`src/rtl/otf_converter_r4.sv`:
```
// otf_converter_r4: on-the-fly conversion of an MSD-first radix-4 signed-digit stream to two's complement
module otf_converter_r4 #(
    parameter int N = 8,
    localparam int QW = 2 * N + 1,
    localparam int CW = $clog2(N + 1)
) (
    input  logic                 clk,
    input  logic                 reset,
    input  logic                 start,
    input  logic                 en,
    input  logic signed [2:0]    zi,
    output logic        [QW-1:0] q,
    output logic                 q_valid,
    output logic                 busy,
    output logic                 digit_err
);
    localparam logic [1:0] IDLE    = 2'd0;
    localparam logic [1:0] CONVERT = 2'd1;
    localparam logic [1:0] DONE    = 2'd2;

    logic [1:0]    state_q, state_d;
    logic [QW-1:0] acc_q, acc_d, qm_q, qm_d, q_q, q_d;
    logic [CW-1:0] cnt_q, cnt_d;
    logic          q_valid_q, q_valid_d, err_q, err_d;
    logic          bad, pos, neg;
    logic [1:0]    lo, lom;
    logic [QW-1:0] nxt_acc, nxt_qm;

    always_comb begin
        bad     = zi == 3'sb100;
        neg     = zi[2] && !bad;
        pos     = !zi[2] && zi != 3'sd0;
        lo      = bad ? 2'd0 : zi[1:0];
        // low two bits of d-1 serve both the d>0 QM append and the d<=0 QM append
        lom     = lo - 2'd1;
        nxt_acc = {neg ? qm_q[QW-3:0] : acc_q[QW-3:0], lo};
        nxt_qm  = {pos ? acc_q[QW-3:0] : qm_q[QW-3:0], lom};
        state_d   = state_q;
        acc_d     = acc_q;
        qm_d      = qm_q;
        cnt_d     = cnt_q;
        q_d       = q_q;
        q_valid_d = q_valid_q;
        err_d     = err_q;
        if (start) begin
            state_d   = CONVERT;
            acc_d     = '0;
            qm_d      = '1;
            cnt_d     = '0;
            q_valid_d = 1'b0;
            err_d     = 1'b0;
        end else if (state_q == CONVERT && en) begin
            acc_d = nxt_acc;
            qm_d  = nxt_qm;
            cnt_d = cnt_q + 1'b1;
            err_d = err_q | bad;
            if (cnt_q == CW'(N - 1)) begin
                state_d   = DONE;
                q_d       = nxt_acc;
                q_valid_d = 1'b1;
            end
        end
    end

    always_ff @(posedge clk or posedge reset) begin
        if (reset) begin
            state_q   <= IDLE;
            acc_q     <= '0;
            qm_q      <= '1;
            cnt_q     <= '0;
            q_q       <= '0;
            q_valid_q <= 1'b0;
            err_q     <= 1'b0;
        end else begin
            state_q   <= state_d;
            acc_q     <= acc_d;
            qm_q      <= qm_d;
            cnt_q     <= cnt_d;
            q_q       <= q_d;
            q_valid_q <= q_valid_d;
            err_q     <= err_d;
        end
    end

    assign q         = q_q;
    assign q_valid   = q_valid_q;
    assign busy      = state_q == CONVERT;
    assign digit_err = err_q;
endmodule

```
`config.mk`:
```
export PLATFORM = sky130hd
export DESIGN_NAME = otf_converter_r4
export DESIGN_NICKNAME = d
export VERILOG_FILES = /design/src/rtl/otf_converter_r4.sv
export SDC_FILE = /design/constraint.sdc
export NUM_CORES = 1
export LEC_CHECK = 0
export ABC_AREA = 1
export CORE_UTILIZATION = 55
export CTS_BUF_LIST = sky130_fd_sc_hd__clkbuf_4 sky130_fd_sc_hd__clkbuf_8
export DETAILED_ROUTE_END_ITERATION = 8
export MAX_ROUTING_LAYER = met4
export PLACE_DENSITY = 0.73
export SLEW_MARGIN = 20
export SYNTH_ARGS = -nofsm -noshare
export SYNTH_HDL_FRONTEND = slang
export SYNTH_SLANG_ARGS = --single-unit
export TNS_END_PERCENT = 20
```
`constraint.sdc`:
```
create_clock -name clk -period 2.3 [get_ports clk]
set_clock_uncertainty 0.05 [all_clocks]
set_input_delay 0.46 -clock clk [delete_from_list [all_inputs] [get_ports clk]]
set_output_delay 0.46 -clock clk [all_outputs]
set_load 0.01 [all_outputs]
```
==> results of run 1 <==
## metal layers
metal,track usage,vias to the layer above,part of all wire
met1,0.318,1048,0.43
met2,0.430,35,0.53
li1,-,1098,-
met5,-,-,0
met4,0.0719,0,0.013
met3,0.0422,9,0.028
## synth_stat cells, drive strengths merged
cell type	number	area share
nand2	160	0.25
nor2	50	0.084
dfrtp	39	0.36
nand3	22	0.048
o21ai	19	0.036
dfstp	15	0.15
inv	12	0.017
buf	11	0.040
a21oi	2	0.0037
clkbuf	2	0.0033
ha	2	0.0094
a22oi	1	0.0028
## flip-flops by register name (all words and copies together) (netlist names)
| signal | flops |
|---|---|
| q | 17 |
| acc_q | 15 |
| qm_q | 15 |
| cnt_q | 4 |
| state_q | 2 |
| digit_err | 1 |
## logic make-up (layout without fill, tap and decap cells)
logic type | after synthesis | count (layout) | share of synthesized area
AND/OR/NAND/NOR | 232 | 232 | 0.377
AO/OA/AOI/OAI | 22 | 22 | 0.0421
adder cells (fa/ha/maj) | 2 | 2 | 0.00935
flip-flops | 54 | 54 | 0.512
buffers and inverters | 25 | 56 | 0.0599
## power breakdown
group / internal, W / switching, W / total [W]
clock network: 0.000436 / 0.000322 / 0.000758
logic: 0.0000832 / 0.000150 / 0.000233
registers: 0.00101 / 0.0000364 / 0.00104
## worst paths after layout
path                            start        to  slack [ns]
setup / recovery           state_q[0]      busy        0.31
hold / removal                   q[9]      q[9]        0.43
setup reg to reg           state_q[1]     q[11]        0.89
hold reg to reg                  q[9]      q[9]        0.43
max in group asynchronous       reset   qm_q[6]        1.44
min in group asynchronous       reset  cnt_q[2]        0.44
## stage by stage
step | util | area [um^2] | hold slack [ns]
floorplan | - | 2680 | 0.392
global placement | 0.637 | 2990 | 0.406
detailed placement | 0.637 | 2990 | 0.408
CTS | 0.666 | 3130 | 0.434
global route | 0.666 | 3130 | 0.454
finish | 0.666 | 3130 | 0.430
## worst reg2reg max path, cell delays in order (launching register included)
cell and delay, ns:
dfrtp_1 0.42, inv_1 0.12, nand3_4 0.13, nor2_8 0.22, nand2_4 0.19, nand2_1 0.11
nand2_1 0.06
## layout make-up
cell class | instances | area, um^2 | area share
sequential | 54 | 1370 | 0.438
multi-input combinational | 256 | 1140 | 0.366
timing repair buffer | 36 | 360 | 0.115
clock buffer | 5 | 68.8 | 0.0220
clock inverter | 3 | 68.8 | 0.0220
tap | 54 | 67.6 | 0.0216
inverter | 12 | 45.0 | 0.0144
==> results.cfg, run 1 <==
[outcome]
status = finished clean

[sta]
setup_viol = 0
post-route-min-period_ns = 1.99
min_period_over_period = 0.867
finalMaxSlewViolations = 0
relSlewSlack = 0.749
worst_slew_pin_slew_ns = 0.376
worst_slack_ns = 0.306
rsz0062_at_grt = no
finalHoldViolCount = 0
max_clock_freq_mhz = 501
tns_ns = 0

[drt]
viasPerCell = 5.21
drc = 0
vias = 2190
avgRoutedWirePerCell_um = 13.8
wirelength_um = 5800
initialDrtViolationCount = 98
ant_nets = 0
drt-pass1-iter-count = 4

[clocking]
htreeDepth = 2
numClockSinks = 54
cts_tree = built
root_buffer = clkbuf_8
post_cts_buffers = 0
clockBufferDepth = 2
insertion_delay_ns = 0.31
numCtsBuffers = 5
ctsResizeCount = 0
path_clk_slew_ns = 0.10
ctsHoldBuffers = 0

[layout]
drive_gt1_frac = 0.172
num-fill-cells = 402
nNetsFinal = 374
syn_to_final_growth_pct = 16.8
final_cells = 420
antenna-diode-count = 0
final_cell_mix = nand2_1 (142), nor2_1 (45), dfrtp_1 (39)
final_common_cell = nand2_1

[critical_path]
critical_path.slowest_cell = clkdlybuf4s50_1
path_cells = inv_1 > nor2_2 > clkdlybuf4s50_1
path_class = flip-flop to output pin
cp_num_cells = 3
critPathRequiredTime_ns = 1.79
worst_setup_path_start_kind = flip-flop
slowest_delay_ns = 0.56
critPathCaptureType = output pin
arrival_ns = 1.48
crit_path_max_fanout = 3
reg2reg_depth = 6
cp_top_family = buffers and inverters
path_buf_inv = 2

[synthesis]
ys_seq_elements = 54
yosys_warnings = 0
syn-num-nets = 344
synth_area_um2 = 2680
synth_cell_type_count = 25
synthCells = 335
syn_avg_cell_area_um2 = 7.99
synth_seq_area_share = 0.512

[power_and_ir_drop]
fin_total_pwr_w = 0.00203
vdd.ir_drop.worst_v = 0.000404
powerDensity_nw_per_um2 = 651
cellLeakagePower_nw = 1.59

[floorplan]
core-area_um2 = 4690
die-width_um = 71.7
dieArea_um2 = 5150
initial_utilization = 0.570
die_h_um = 71.7
ios = 27
fp-row-count = 25

[global_route]
grt_max_degree = 55
grt_overflow = 0
first_global_vias = 2017
track_usage = 0.255
grt_pass1_wl_um = 9630
antenna_found_initial = 0

[place]
gp_congestion = 0.859
port_buffers = 26
dp_cells = 412
dp_hpwl_um = 4000
place_ws_ns = 0.184

[worst_hold_path]
hold_depth = 2
holdCritPathClass = flip-flop to flip-flop

[job]
drv_cap = 0
Note: power is estimated with default switching activity, not from simulation.
==> run 2: changes to the inputs <==
CELL_PAD_IN_SITES_DETAIL_PLACEMENT = 0   (was not set)
CELL_PAD_IN_SITES_GLOBAL_PLACEMENT = 1   (was not set)
CORE_UTILIZATION = 44   (was 55)
PLACE_DENSITY = 0.78   (was 0.73)
==> results.cfg, run 2 (synthesized netlist as in run 1, its figures left out) <==
[outcome]
status = finished clean

[global_route]
track_usage = 0.217
grt_max_degree = 55
first_global_vias = 2146
antenna_found_initial = 0
grt_overflow = 0
grt_pass1_wl_um = 10200

[sta]
rsz0062_at_grt = no
max_clock_freq_mhz = 492
worst_slack_ns = 0.268
tns_ns = 0
finalHoldViolCount = 0
post-route-min-period_ns = 2.03
relSlewSlack = 0.738
worst_slew_pin_slew_ns = 0.392
min_period_over_period = 0.884
setup_viol = 0
finalMaxSlewViolations = 0
holdWs_ns = 0.427

[layout]
antenna-diode-count = 0
syn_to_final_growth_pct = 16.7
nNetsFinal = 375
num-fill-cells = 598
final_common_cell = nand2_1
final_util = 0.530
fin_area_um2 = 3120
final_cell_mix = nand2_1 (142), nor2_1 (45), dfrtp_1 (39)
drive_gt1_frac = 0.174
largest_register_ffs = 17

[drt]
viasPerCell = 4.82
initialDrtViolationCount = 101
drc = 0
wirelength_um = 6060
wl_met1_um = 2840
dr_wl_met2_um = 3030
routed-wl-met3_um = 125
avgRoutedWirePerCell_um = 13.7
vias = 2132
drt-pass1-iter-count = 4
ant_nets = 0
top_layer_used = met4

[floorplan]
initial_utilization = 0.455
die_h_um = 80.0
fp-row-count = 28
ios = 27
dieArea_um2 = 6400
die-width_um = 80.0
core-area_um2 = 5890

[power_and_ir_drop]
powerDensity_nw_per_um2 = 596
cellLeakagePower_nw = 1.57
vdd.ir_drop.worst_v = 0.000282

[critical_path]
crit_path_max_fanout = 3
critPathCaptureType = output pin
path_class = flip-flop to output pin
worst_setup_path_start_kind = flip-flop
critPathRequiredTime_ns = 1.79
arrival_ns = 1.52

[clocking]
clockBufferDepth = 2
numClockSinks = 54
path_clk_slew_ns = 0.10
ctsHoldBuffers = 0
cts_tree = built
numCtsBuffers = 5
insertion_delay_ns = 0.32
root_buffer = clkbuf_8
htreeDepth = 2
post_cts_buffers = 0
ctsResizeCount = 0

[place]
place_area_um2 = 3020
gp_congestion = 0.873
dp_hpwl_um = 4200
port_buffers = 26
place_ws_ns = 0.131

[worst_hold_path]
holdCritPathClass = flip-flop to flip-flop

[job]
drv_cap = 0
==> run 2: cell types whose count changed in the layout (fill, tap and decap cells not counted) <==
cell,previous run,this run
clkinv_4,1,0
buf_4,8,9
clkbuf_8,5,6
inv_6,0,1
clkinvlp_4,0,1
bufinv_16,2,0
==> run 2: layout make-up <==
type / count / area, um^2 / share of cell area
Clock buffer: 6 / 82.6 / 0.0265
Clock inverter: 2 / 16.3 / 0.00521
Sequential cell: 54 / 1370 / 0.439
Inverter: 12 / 45.0 / 0.0144
Multi-Input combinational cell: 256 / 1140 / 0.367
Timing Repair Buffer: 37 / 368 / 0.118
Tap cell: 75 / 93.8 / 0.0301
==> run 2: where the power goes <==
group / total [W] / switching [W] / internal [W]
clock network: 0.000583 / 0.000334 / 0.000249
registers: 0.00104 / 0.0000368 / 0.00101
logic: 0.000234 / 0.000150 / 0.0000843
total: 0.00186 / 0.000520 / 0.00134
==> run 2: per-layer routing <==
metal  vias up  GRT usage
met5         -          -
met4         0     0.0554
met3         8     0.0343
met2        23      0.383
met1      1004      0.258
li1       1097          -
==> run 2: stage by stage <==
stage,power [W],std cells
5_1_grt,0.00195,442
6_report,0.00186,442
4_1_cts,0.00188,442
3_5_place_dp,0.00130,434
3_3_place_gp,0.00130,434
2_1_floorplan,0.00122,335
==> run 2: critical path, stage by stage (launching register included) <==
cell	delay, ns
dfrtp_1	0.40
inv_1	0.08
nor2_2	0.16
clkdlybuf4s50_1	0.57
==> run 2: worst paths after layout <==
check,start,to,slack (ns),cells past startpoint
setup / recovery,state_q[0],busy,0.27,3
hold / removal,q[3],q[3],0.43,2
setup reg to reg,cnt_q[0],q[1],0.91,6
hold reg to reg,q[3],q[3],0.43,2
max in group asynchronous,reset,qm_q[9],1.42,3
min in group asynchronous,reset,cnt_q[2],0.44,3
==> RTL edit, RTL diff (config.mk and constraints of run 1) <==
Register the output `q` once more; this adds one clock of latency there. The other outputs are not delayed to match.
--- a/src/rtl/otf_converter_r4.sv
+++ b/src/rtl/otf_converter_r4.sv
@@ -82,7 +82,9 @@
         end
     end
 
-    assign q         = q_q;
+    always_ff @(posedge clk) begin
+        q <= q_q;
+    end
     assign q_valid   = q_valid_q;
     assign busy      = state_q == CONVERT;
     assign digit_err = err_q;
Behaviour: not the same (a bounded check fails within 10 cycles, from zero or initial values and one cycle with reset high).
==> RTL edit against run 1 <==
  * Sequential cell count rose by 17
  * Global-route usage rose by 1.5 points
  * Wire length rose by 14%
  * Combinational power fell by 2%
  * Non-clock buffer count rose by 2
  * Sequential share of layout area rose by 5.2 points
  * Register-to-register slack got worse by 0.29 ns
  * Final area rose by 12%
  * Synthesized area rose by 10%
  * Worst setup slack got worse by 0.021 ns
  * Power rose by 25%
  * Clock power rose by 28%
==> RTL edit: results <==
{
  "grt_pass1_vias": 2238,
  "yosysUniqueCellTypes": 24,
  "synth_area_leaders": "dfrtp_1 33%, nand2_1 18%, dfstp_2 13%, dfxtp_1 12%, nand3_1 6.1%",
  "status": "complete, no violations",
  "dp_cells": 444,
  "grtUsageTotal_pct": 27.0,
  "layout.nets": 394,
  "rr_startpoint": "cnt_q[0]",
  "syn_nets": 361,
  "routed_wl_microns": 6600,
  "drive_above_1_share_pct": 13.8,
  "clk_pin_slew_worst_paths_ns": 0.08,
  "pre_cts_ws_ns": 0.159,
  "max_slew_margin_pct": 66.0,
  "grt_max_degree": 39,
  "ys_seq_area_share_pct": 58.1,
  "drt_iter0_drc": 210,
  "dp_hpwl_microns": 4320,
  "syn_inst": 352,
  "via_count": 2430,
  "htree_levels": 3,
  "synthArstFlopShare_pct": 76.1,
  "worstHoldStart": "q_q[2]",
  "place_area_sq_um": 3300,
  "synth_common_cells": "141 x nand2_1, 48 x nor2_1, 39 x dfrtp_1",
  "crit_arrival_ns": 1.51,
  "grt_pass1_wl_microns": 10800,
  "power.leakage_nw": 1.73,
  "fin_cells": 460,
  "place.gp.congestion": 0.859,
  "power_frac_clock_pct": 38.4
}
-- RTL edit: power by group through the flow --
stage | clock network, mW | registers [mW] | logic (mW)
after global routing | 1.04 | 1.34 | 0.258
after floorplan | 0 | 1.35 | 0.156
final | 0.974 | 1.33 | 0.228
after CTS | 0.976 | 1.33 | 0.228
after global placement | 0 | 1.35 | 0.221
after detailed placement | 0 | 1.36 | 0.225
-- RTL edit: worst max-delay path, delay by kind of cell, from the launching register on --
kind | cells | cell delay, ns
and+or+nand+nor | 1 | 0.16
DFF | 1 | 0.38
buffers and inverters | 2 | 0.64
-- RTL edit: cells by family after synthesis --
group | after synthesis | share of synthesized area (%)
AOI/OAI and AO/OA | 21 | 3.65
and+or+nand+nor | 232 | 32.6
DFF | 71 | 58.1
xor gates and xnor gates | 1 | 0.297
buffers and inverters | 25 | 4.50
adders and majority gates | 2 | 0.849
-- RTL edit: layout make-up --
cell class,count,area (sq um)
flip-flops and latches,71,1710
fillers,449,1650
multi-input cells,256,1100
repair buffers,38,363
clock buffers,10,131
well taps,70,87.6
clock inverters,6,61.3
inverters,9,33.8
-- RTL edit: metal layers --
metal / GRT usage (%) / vias to the layer above / routed length, microns
li1: - / 1175 / -
met1: 37.7 / 1162 / 3100
met2: 38.6 / 78 / 3030
met3: 5.09 / 15 / 358
met4: 11.7 / 0 / 119
met5: - / - / 0
-- RTL edit: worst paths after layout --
check,endpoint,slack [ns],cells after the start
min in group asynchronous,state_q[1],0.38,2
worst max-delay path,busy,0.28,3
max in group asynchronous,qm_q[7],1.22,3
worst min-delay path,q[2],0.32,0
worst max register to register,q_q[0],0.60,6
worst min register to register,q[2],0.32,0
